$ cat src/rtl/pattern_seq_ctrl_if.sv
// Pattern RAM port and output word stream bundle for pattern_seq_ctrl.
// The master side is the sequencer. The slave side is the RAM plus the stream consumer.
interface pattern_seq_ctrl_if #(
    parameter int DWIDTH = 16,
    parameter int AWIDTH = 7
) ();
    logic              ram_wren;
    logic [AWIDTH-1:0] ram_wraddr;
    logic [DWIDTH-1:0] ram_di;
    logic              ram_rden;
    logic [AWIDTH-1:0] ram_rdaddr;
    logic [DWIDTH-1:0] ram_dout;
    logic [DWIDTH-1:0] out_data;
    logic              out_valid;
    logic              out_ready;

    modport master (
        output ram_wren, ram_wraddr, ram_di, ram_rden, ram_rdaddr, out_data, out_valid,
        input  ram_dout, out_ready
    );

    modport slave (
        input  ram_wren, ram_wraddr, ram_di, ram_rden, ram_rdaddr, out_data, out_valid,
        output ram_dout, out_ready
    );
endinterface

$ cat src/rtl/pattern_seq_ctrl.sv
// Read sequencer and host write gate for the output-function pattern RAM.
// The RAM has a 1-cycle registered read. A 2-entry buffer plus a credit check keeps
// the stream at 1 word/cycle and ensures the buffer never overflows.
//
// state | meaning
// IDLE  | waiting for start; host writes allowed
// RUN   | issuing reads over the latched address range
// DRAIN | no new reads; delivering in-flight and buffered words
module pattern_seq_ctrl #(
    parameter int DWIDTH = 16,
    parameter int AWIDTH = 7
) (
    input  logic              clk,
    input  logic              reset_n,
    input  logic [AWIDTH-1:0] cfg_start_addr,
    input  logic [AWIDTH-1:0] cfg_end_addr,
    input  logic              cfg_loop,
    input  logic              start,
    input  logic              stop,
    output logic              busy,
    output logic              done,
    input  logic              wr_req,
    input  logic [AWIDTH-1:0] wr_addr,
    input  logic [DWIDTH-1:0] wr_data,
    output logic              wr_err,
    pattern_seq_ctrl_if.master bus
);

    typedef enum logic [1:0] {ST_IDLE, ST_RUN, ST_DRAIN} state_t;

    state_t            state, state_nxt;
    logic [AWIDTH-1:0] start_q, end_q, rd_ptr;
    logic              loop_q;
    logic              rd_inflight;
    logic              rden;
    logic [DWIDTH-1:0] fifo_mem [2];
    logic              wr_sel, rd_sel;
    logic [1:0]        fifo_cnt;
    logic              push, pop, credit_ok, last_issue, drained;

    // The word read last cycle is on ram_dout now, so it is pushed this cycle.
    assign push       = rd_inflight;
    assign pop        = bus.out_valid & bus.out_ready;
    assign credit_ok  = ({1'b0, fifo_cnt} + {2'b00, rd_inflight}) < (3'd2 + {2'b00, pop});
    assign last_issue = rden & (rd_ptr == end_q);
    assign drained    = ~rd_inflight & (fifo_cnt == {1'b0, pop});

    assign bus.out_valid  = (fifo_cnt != 2'd0);
    assign bus.out_data   = fifo_mem[rd_sel];
    assign bus.ram_rden   = rden;
    assign bus.ram_rdaddr = rd_ptr;

    // State register
    always_ff @(posedge clk) begin
        if (!reset_n) state <= ST_IDLE;
        else          state <= state_nxt;
    end

    // Next-state, read issue and busy decode
    always_comb begin
        state_nxt = state;
        rden      = 1'b0;
        busy      = (state != ST_IDLE);
        case (state)
            ST_IDLE: begin
                if (start) state_nxt = ST_RUN;
            end
            ST_RUN: begin
                // Gated by reset_n so no read escapes during a synchronous reset cycle.
                rden = credit_ok & reset_n;
                if (stop || (last_issue && !loop_q)) state_nxt = ST_DRAIN;
            end
            ST_DRAIN: begin
                if (drained) state_nxt = ST_IDLE;
            end
            default: state_nxt = ST_IDLE;
        endcase
    end

    // Range latch and read pointer; the pointer wraps naturally modulo 2^AWIDTH
    always_ff @(posedge clk) begin
        if (!reset_n) begin
            start_q     <= '0;
            end_q       <= '0;
            loop_q      <= 1'b0;
            rd_ptr      <= '0;
            rd_inflight <= 1'b0;
        end else begin
            rd_inflight <= rden;
            if (state == ST_IDLE && start) begin
                start_q <= cfg_start_addr;
                end_q   <= cfg_end_addr;
                loop_q  <= cfg_loop;
                rd_ptr  <= cfg_start_addr;
            end else if (rden) begin
                rd_ptr <= (last_issue && loop_q) ? start_q : rd_ptr + 1'b1;
            end
        end
    end

    // Two-entry output buffer
    always_ff @(posedge clk) begin
        if (!reset_n) begin
            fifo_mem[0] <= '0;
            fifo_mem[1] <= '0;
            wr_sel      <= 1'b0;
            rd_sel      <= 1'b0;
            fifo_cnt    <= 2'd0;
        end else begin
            if (push) begin
                fifo_mem[wr_sel] <= bus.ram_dout;
                wr_sel           <= ~wr_sel;
            end
            if (pop) rd_sel <= ~rd_sel;
            fifo_cnt <= fifo_cnt + {1'b0, push} - {1'b0, pop};
        end
    end

    // Host write gate, write-reject pulse and completion pulse
    always_ff @(posedge clk) begin
        if (!reset_n) begin
            bus.ram_wren   <= 1'b0;
            bus.ram_wraddr <= '0;
            bus.ram_di     <= '0;
            wr_err         <= 1'b0;
            done           <= 1'b0;
        end else begin
            bus.ram_wren <= wr_req & (state == ST_IDLE);
            if (wr_req && state == ST_IDLE) begin
                bus.ram_wraddr <= wr_addr;
                bus.ram_di     <= wr_data;
            end
            wr_err <= wr_req & (state != ST_IDLE);
            done   <= (state == ST_DRAIN) & drained;
        end
    end

endmodule

$ cat src/flat_wrapper.sv
// flat-port wrapper written by rule: the top's interface ports become plain ports
module pattern_seq_ctrl_flat 
#(
    parameter int DWIDTH = 16,
    parameter int AWIDTH = 7
)
  (clk, reset_n, cfg_start_addr, cfg_end_addr, cfg_loop, start, stop, busy, done, wr_req, wr_addr, wr_data, wr_err, bus_ram_wren, bus_ram_wraddr, bus_ram_di, bus_ram_rden, bus_ram_rdaddr, bus_out_data, bus_out_valid, bus_ram_dout, bus_out_ready);
  pattern_seq_ctrl_if #(.DWIDTH(DWIDTH), .AWIDTH(AWIDTH)) bus_i ();
  input  logic clk;
  input  logic reset_n;
  input  logic [AWIDTH-1:0] cfg_start_addr;
  input  logic [AWIDTH-1:0] cfg_end_addr;
  input  logic cfg_loop;
  input  logic start;
  input  logic stop;
  output logic busy;
  output logic done;
  input  logic wr_req;
  input  logic [AWIDTH-1:0] wr_addr;
  input  logic [DWIDTH-1:0] wr_data;
  output logic wr_err;
  output wire logic [$bits(bus_i.ram_wren)-1:0] bus_ram_wren;
  output wire logic [$bits(bus_i.ram_wraddr)-1:0] bus_ram_wraddr;
  output wire logic [$bits(bus_i.ram_di)-1:0] bus_ram_di;
  output wire logic [$bits(bus_i.ram_rden)-1:0] bus_ram_rden;
  output wire logic [$bits(bus_i.ram_rdaddr)-1:0] bus_ram_rdaddr;
  output wire logic [$bits(bus_i.out_data)-1:0] bus_out_data;
  output wire logic [$bits(bus_i.out_valid)-1:0] bus_out_valid;
  input wire logic [$bits(bus_i.ram_dout)-1:0] bus_ram_dout;
  input wire logic [$bits(bus_i.out_ready)-1:0] bus_out_ready;
  assign bus_ram_wren = bus_i.ram_wren;
  assign bus_ram_wraddr = bus_i.ram_wraddr;
  assign bus_ram_di = bus_i.ram_di;
  assign bus_ram_rden = bus_i.ram_rden;
  assign bus_ram_rdaddr = bus_i.ram_rdaddr;
  assign bus_out_data = bus_i.out_data;
  assign bus_out_valid = bus_i.out_valid;
  assign bus_i.ram_dout = bus_ram_dout;
  assign bus_i.out_ready = bus_out_ready;
  pattern_seq_ctrl #(.DWIDTH(DWIDTH), .AWIDTH(AWIDTH)) u_core (.clk(clk), .reset_n(reset_n), .cfg_start_addr(cfg_start_addr), .cfg_end_addr(cfg_end_addr), .cfg_loop(cfg_loop), .start(start), .stop(stop), .busy(busy), .done(done), .wr_req(wr_req), .wr_addr(wr_addr), .wr_data(wr_data), .wr_err(wr_err), .bus(bus_i));
endmodule
$ cat config.mk
export PLATFORM = sky130hd
export DESIGN_NAME = pattern_seq_ctrl_flat
export DESIGN_NICKNAME = d
export VERILOG_FILES = /design/src/rtl/pattern_seq_ctrl_if.sv /design/src/rtl/pattern_seq_ctrl.sv /design/src/flat_wrapper.sv
export SDC_FILE = /design/constraint.sdc
export NUM_CORES = 1
export LEC_CHECK = 0
export ABC_CLOCK_PERIOD_IN_PS = 6400
export BUFFER_PORTS_ARGS = -buffer_cell sky130_fd_sc_hd__buf_2
export CORE_ASPECT_RATIO = 0.5
export CORE_MARGIN = 2
export CORE_UTILIZATION = 45
export CTS_CLUSTER_DIAMETER = 40
export DETAILED_ROUTE_END_ITERATION = 8
export GPL_TIMING_DRIVEN = 1
export PLACE_DENSITY_LB_ADDON = 0.25
export SKIP_LAST_GASP = 1
export SLEW_MARGIN = 15
export SYNTH_ARGS = -nofsm -noshare
export SYNTH_HDL_FRONTEND = slang
export SYNTH_SLANG_ARGS = --single-unit
$ cat constraint.sdc
create_clock -name clk -period 6.4 [get_ports clk]
set_clock_uncertainty 0.05 [all_clocks]
set_input_delay 0 -clock clk [delete_from_list [all_inputs] [get_ports clk]]
set_output_delay 0 -clock clk [all_outputs]
set_load 0.03 [all_outputs]
Word-level counts from Yosys, hierarchy flattened
Memories as Yosys holds them, arrays and structs flattened. A register that Yosys moved wholly into a read port is not among the register bits.
Cells that the tools add are included.
{ "op_classes": {"n_addsub": 5, "order_cmp": 1, "n_eq_ne": 7, "mux": 17, "bitwise": 10, "reduce_logical": 12} }
{ "ops": {"columns": ["op", "n"], "rows": [
  ["7-bit two-way mux", 3],
  ["16-bit two-way mux", 1],
  ["16-bit OR reduction", 1],
  ["1-bit two-way mux", 9],
  ["7-bit by 1-bit adder with 7-bit output, second input constant", 1],
  ["1-bit bitwise AND", 7],
  ["7-bit == test", 1],
  ["2-bit two-way mux", 3],
  ["2-bit case mux with 3 select lines", 1],
  ["2-bit nonzero test", 3],
  ["1-bit logical AND", 4],
  ["2-bit by 1-bit != test with 1-bit output, second input constant", 2],
  ["2-bit by 1-bit adder with 3-bit output", 1],
  ["2-bit by 1-bit adder with 3-bit output, first input constant", 1],
  ["3-bit < comparator", 1],
  ["1-bit inverter", 3],
  ["3-bit AND reduction", 1],
  ["2-bit by 1-bit adder with 2-bit output", 1],
  ["2-bit by 1-bit == test with 1-bit output", 1],
  ["2-bit by 1-bit == test with 1-bit output, second input constant", 1],
  ["2-bit == test, second input constant", 1],
  ["2-bit zero test", 1],
  ["2-bit != test, second input constant", 1],
  ["2-bit by 1-bit subtractor with 2-bit output", 1],
  ["other kinds (2)", 2]
]} }
{ "word_totals": {"register_bits": 55, "ramBits": 32, "in_bits": 60, "output_inout_bits": 52, "wordCells": 67, "mem_count": 1} }
{ "mem_list": {"columns": ["name", "words", "width", "read_ports", "rd_ports_with_merged_regs", "wr", "line_no", "rtl"], "rows": [
  ["u_core.fifo_mem", 2, 16, 1, 1, 2, "pattern_seq_ctrl.sv:36", "logic [DWIDTH-1:0] fifo_mem [2];"]
]} }

Logic depth before layout (Yosys ltp)
{ "logic_depth": {"depth_word": 11, "mapped_depth": 7, "mapped_depth_nobuf": 7} }

Worst setup path before layout
Ideal clock, no wire load.
{ "synth_timing": {"path_type": "register to register", "from": "register u_core.rd_inflight, in the netlist u_core.push", "to": "memory u_core.fifo_mem[0][0] (enable)", "setup_ns": 0.411, "arrival_ns": 1.627, "required_ns": 5.939, "setup_slack_ns": 4.311, "path_stages_with_launch": 3, "n_path_buf": 0, "period_less_slack_ns": 2.089, "path_cell_list": "dfxtp_1 > inv_1 > o21ai_0"} }
{ "synth_lines": {"columns": ["element", "line_no", "rtl"], "rows": [
  ["start, declared", "pattern_seq_ctrl.sv:34", "logic rd_inflight;"],
  ["start signal, assigned", "pattern_seq_ctrl.sv:89", "rd_inflight <= rden;"],
  ["end, declared", "pattern_seq_ctrl.sv:36", null]
]} }

Worst setup path after layout
{ "layout_timing": {"from": "register u_core.rd_inflight, in the netlist u_core.push", "to": "register u_core.state[0]"} }
{ "layout_between": {"elab_chain_cells": 9, "elab_cells_between_ends": 12, "cone_classes": "add/sub (1); order compare (1); eq/ne (2); mux (1); bitwise (4); reduce/logical (3)"} }
{ "layout_lines": {"columns": ["element", "line_no", "rtl"], "rows": [
  ["2-bit by 1-bit adder with 3-bit output", "pattern_seq_ctrl.sv:44", "assign credit_ok = ({1'b0, fifo_cnt} + {2'b00, rd_inflight}) < (3'd2 + {2'b00, pop});"],
  ["3-bit < comparator", "pattern_seq_ctrl.sv:44", null],
  ["1-bit bitwise AND", "pattern_seq_ctrl.sv:70", "rden = credit_ok & reset_n;"],
  ["1-bit two-way mux", "pattern_seq_ctrl.sv:64", "case (state)"],
  ["1-bit bitwise AND", "pattern_seq_ctrl.sv:45", "assign last_issue = rden & (rd_ptr == end_q);"],
  ["1-bit logical AND", "pattern_seq_ctrl.sv:71", "if (stop || (last_issue && !loop_q)) state_nxt = ST_DRAIN;"],
  ["1-bit logical OR", "pattern_seq_ctrl.sv:71", null],
  ["2-bit by 1-bit != test with 1-bit output (no line)", null, null],
  ["3-bit AND reduction (no line) (*)", null, null],
  ["end signal, assigned", "pattern_seq_ctrl.sv:56", "else state <= state_nxt;"],
  ["end, declared", "pattern_seq_ctrl.sv:31", "state_t state, state_nxt;"]
]} }
Mark *: on every way between the ends. The rest lies on a longest branch, timed or not.
A chain may end at the register's enable or synchronous reset.

==> flow_summary_export.csv <==
group,metric,value,unit
critical_path,critPathMaxFanout,7,
synth,main_combinational_cell_family_by_area_after_synthesis,"simple AND/OR/NAND/NOR gates",
detailed_routing,wl_per_cell,13.4,um
detailed_routing,drcViolationCount,0,
power,clock_network_power_share,0.314,
detailed_routing,post_drt_via_cell_ratio,4.76,
timing,ratio_of_final_minimum_period_to_clock_period,0.355,
placement,detailed_place_hpwl,5350,um
cells_and_area,fillCellCount,690,
power,cellLeakagePower,2.41,nW
timing,timing.setup.tns,0,ns
synth,synth_xor_xnor_area_share,0.0380,
die,floorplan.die.height,69.7,um
synth,syn_area_per_cell,10.4,sq um
detailed_routing,drt_pass1_iterations,4,
die,starting_utilization_of_the_core_area,0.474,
synth,ys_dominant_reg_cell,"sky130_fd_sc_hd__dfxtp_1",
clocking,cts.reportedPaths.clkPinSlew,0.06,ns
timing,max_freq,0.441,GHz
job,cap_violations,0,
placement,postPlaceCellArea,0.00449,sq mm
cells_and_area,commonest_non_fill_non_tap_cell_in_the_layout,"sky130_fd_sc_hd__buf_2",
critical_path,critical_path_required,6.57,ns
synth,share_of_the_synthesized_area_in_compound_gates_ao_oa_aoi_oai,0.116,
power,power_frac_comb,0.267,
power,vdd.ir_drop.worst,204,uV
synth,yosys_register_bits,88,
clocking,cts_resized,0,
synth,synthesis.nets,439,
synth,yosys.area_share.simple,0.198,
die,io-pin-count,112,
power,power_report.internal_total,1.12,mW
power,p_seq_frac,0.420,
timing,timing_hold_violations_final,0,
clocking,clock_tree.buffer_depth,2,
status,run_status,"finished, final reports clean",
global_route,antenna_found_initial,0,
min_path,hold_removal_path_class,"in2reg",
detailed_routing,finalWirelength,8720,um
synth,yosys-top-cells-area,"sky130_fd_sc_hd__dfxtp_1 29%, sky130_fd_sc_hd__edfxtp_1 25%, sky130_fd_sc_hd__nand2_1 7.8%",
synth,synth_cells,374,
power,power_switching,0.527,mW
critical_path,cp-end-kind,"flip-flop",
cells_and_area,mostFrequentLayoutCells,"111 x sky130_fd_sc_hd__buf_2, 81 x sky130_fd_sc_hd__nand2_1, 58 x sky130_fd_sc_hd__dlygate4sd3_1",
critical_path,worst_ep_arrival_time,2.43,ns
global_route,largest_net_degree_at_the_start_of_global_routing,60,
clocking,worst_skew_pair.late_latency,0.33,ns
timing,post-route-worst-setup-slack,4.13,ns
synth,synth_cell_type_count,41,
clocking,cts_num_sinks,88,
die,num_rows,23,
synth,post_synth_mux_area_share,0.0644,
die,die_width,135,um
cells_and_area,post_route_cells_drive_above_1_share,0.271,
cells_and_area,seqCellArea,0.00208,sq mm
synth,seq_area_frac_synth,0.535,
timing,rsz0062_at_grt,"no",
timing,timing.final.crit_period,2.27,ns
placement,globalplace.congestion,0.758,
synth,post_synth_fa_ha_maj_area_fraction,0.0161,
power,pwr_density_cell,306,mW/mm^2
cells_and_area,multi_input_area,0.00168,sq mm
synth,postSynth.asyncResetShare,0,
placement,post_placement_setup_slack,3.99,ns
synth,synth_top_area_share,0.288,
detailed_routing,drt_iter0_drc,173,
global_route,globalRouteTotalUtil,0.192,
cells_and_area,syn2layout_area_growth,38.1,%
synth,post-synth-top-area-cell,"sky130_fd_sc_hd__dfxtp_1",
global_route,globalRouteOverflowTotal,0,
clocking,tritoncts_clock_tree,"done",
cells_and_area,diodes_inserted,0,
cells_and_area,postLayoutCoreUtil,0.655,
clocking,clock_tree.htree_level_count,3,
cells_and_area,fin_nets,598,
synth,synth_warnings,0,
timing,slew_headroom,0.410,
die,die-area,0.00945,sq mm
detailed_routing,number_of_nets_with_antenna_violations_after_detailed_routing,0,
synth,synth-edff-count,32,
critical_path,cp_class,"reg2reg",
global_route,grt_pass1_vias,2962,
global_route,grt_first_pass_wirelength,14300,um
placement,placement.io_buffers,111,
die,fp.coreArea,0.00820,sq mm
detailed_routing,via_count,3094,
cells_and_area,finalInstanceArea,0.00537,sq mm
timing,tightest_slew,0.884,ns
power,switching_share,0.320,
synth,synth_area,0.00389,sq mm
clocking,cts_made_buffers,9,
clocking,root_buffer,"sky130_fd_sc_hd__clkbuf_16",
timing,timing_max_transition_violations_final,0,
timing,number_of_failing_setup_endpoints_in_the_final_timing_report,0,
critical_path,start_kind,"flip-flop",
==> path summary, 6_finish.rpt <==
kind | startpoint | end | slack [ns] | depth (start not counted)
worst max-delay path | u_core.push$_SDFF_PN0_ | u_core.state[0]$_SDFFE_PN0P_ | 4.13 | 7
worst max register to register | u_core.push$_SDFF_PN0_ | u_core.state[0]$_SDFFE_PN0P_ | 4.13 | 7
worst min-delay path | bus_out_ready | flip-flop | 0.17 | 4
worst min register to register | u_core.bus.ram_wraddr[1]$_SDFFE_PN0P_ | u_core.bus.ram_wraddr[1]$_SDFFE_PN0P_ | 0.40 | 2
==> power by group through the flow <==
stage / logic [mW] / clock network (mW) / registers [mW]
3_5_place_dp: 0.410 / 0 / 0.703
3_3_place_gp: 0.406 / 0 / 0.702
4_1_cts: 0.441 / 0.531 / 0.691
5_1_grt: 0.477 / 0.553 / 0.700
2_1_floorplan: 0.291 / 0 / 0.715
6_report: 0.439 / 0.516 / 0.691
==> cells in the mapped netlist, types with 3 or more instances <==
library cell               instances
sky130_fd_sc_hd__a21boi_0          3
sky130_fd_sc_hd__a21boi_1         38
sky130_fd_sc_hd__a31oi_1           3
sky130_fd_sc_hd__and2_1           41
sky130_fd_sc_hd__buf_2             5
sky130_fd_sc_hd__clkbuf_1         15
sky130_fd_sc_hd__dfxtp_1          56
sky130_fd_sc_hd__edfxtp_1         32
sky130_fd_sc_hd__ha_1              5
sky130_fd_sc_hd__inv_1             7
sky130_fd_sc_hd__mux2_1            6
sky130_fd_sc_hd__mux2_2           10
sky130_fd_sc_hd__mux2i_1           7
sky130_fd_sc_hd__nand2_1          81
sky130_fd_sc_hd__nand2b_1          4
sky130_fd_sc_hd__nand3_1           4
sky130_fd_sc_hd__nor2_1            5
sky130_fd_sc_hd__nor3_1            6
sky130_fd_sc_hd__o21ai_0           5
sky130_fd_sc_hd__o22ai_1           3
sky130_fd_sc_hd__xnor2_1           7
sky130_fd_sc_hd__xor2_1            8
==> cell type report <==
cell class	instances	area share
clock buffer	9	0.0419
tap	112	0.0261
multi-input combinational	257	0.313
inverter	7	0.00489
sequential	88	0.388
timing repair buffer	170	0.213
clock inverter	7	0.0135
==> state kept, by name, indices dropped and copies added, names as in the netlist, named ones only <==
name and count:
u_core.fifo_mem 32, u_core.bus.ram_di 16, u_core.bus.ram_rdaddr 7, u_core.bus.ram_wraddr 7
u_core.end_q 7, u_core.start_q 7, u_core.fifo_cnt 2, u_core.state 2
u_core.bus.ram_wren 1, u_core.done 1, u_core.loop_q 1, u_core.push 1
u_core.rd_sel 1, u_core.wr_err 1, u_core.wr_sel 1
==> kinds of logic (layout without fill, tap and decap cells) <==
kind of cell,Yosys count,count (layout)
simple gates,151,151
flops,88,88
compound gates,62,62
buf+inv,29,193
mux,23,23
xor+xnor,16,16
fa+ha+maj,5,5
==> worst max-delay path, cell delays in order, from the launching register on <==
cell and delay [ns]:
sky130_fd_sc_hd__dfxtp_1 0.38, sky130_fd_sc_hd__ha_1 0.23, sky130_fd_sc_hd__ha_1 0.21, sky130_fd_sc_hd__nor3b_4 0.28, sky130_fd_sc_hd__nand4_1 0.18, sky130_fd_sc_hd__o211ai_1 0.19, sky130_fd_sc_hd__a21oi_1 0.08, sky130_fd_sc_hd__dlygate4sd3_1 0.56
==> metrics by stage <==
stage	instances	power [mW]	hold WS (ns)
floorplan	374	1.01	0.0848
global placement	576	1.11	0.192
detailed placement	576	1.11	0.195
CTS	650	1.66	0.155
global route	650	1.73	0.210
finish	650	1.65	0.174
==> routing by layer <==
metal / share of wire / global-route usage / vias up
met5: 0 / 0 / -
met3: 0.037 / 0.0497 / 16
met4: 0.017 / 0.0671 / 0
met1: 0.45 / 0.232 / 1435
met2: 0.50 / 0.333 / 62
li1: - / - / 1581
==> what timing repair did <==
| item | in CTS | in global routing |
|---|---|---|
| endpoints found under the hold margin | 76 | 0 |
| hold buffers | 58 | 0 |
| setup endpoints to repair | 0 | 0 |
| setup buffers | 0 | 0 |
No activity file was read; power rests on OpenSTA's default activity.
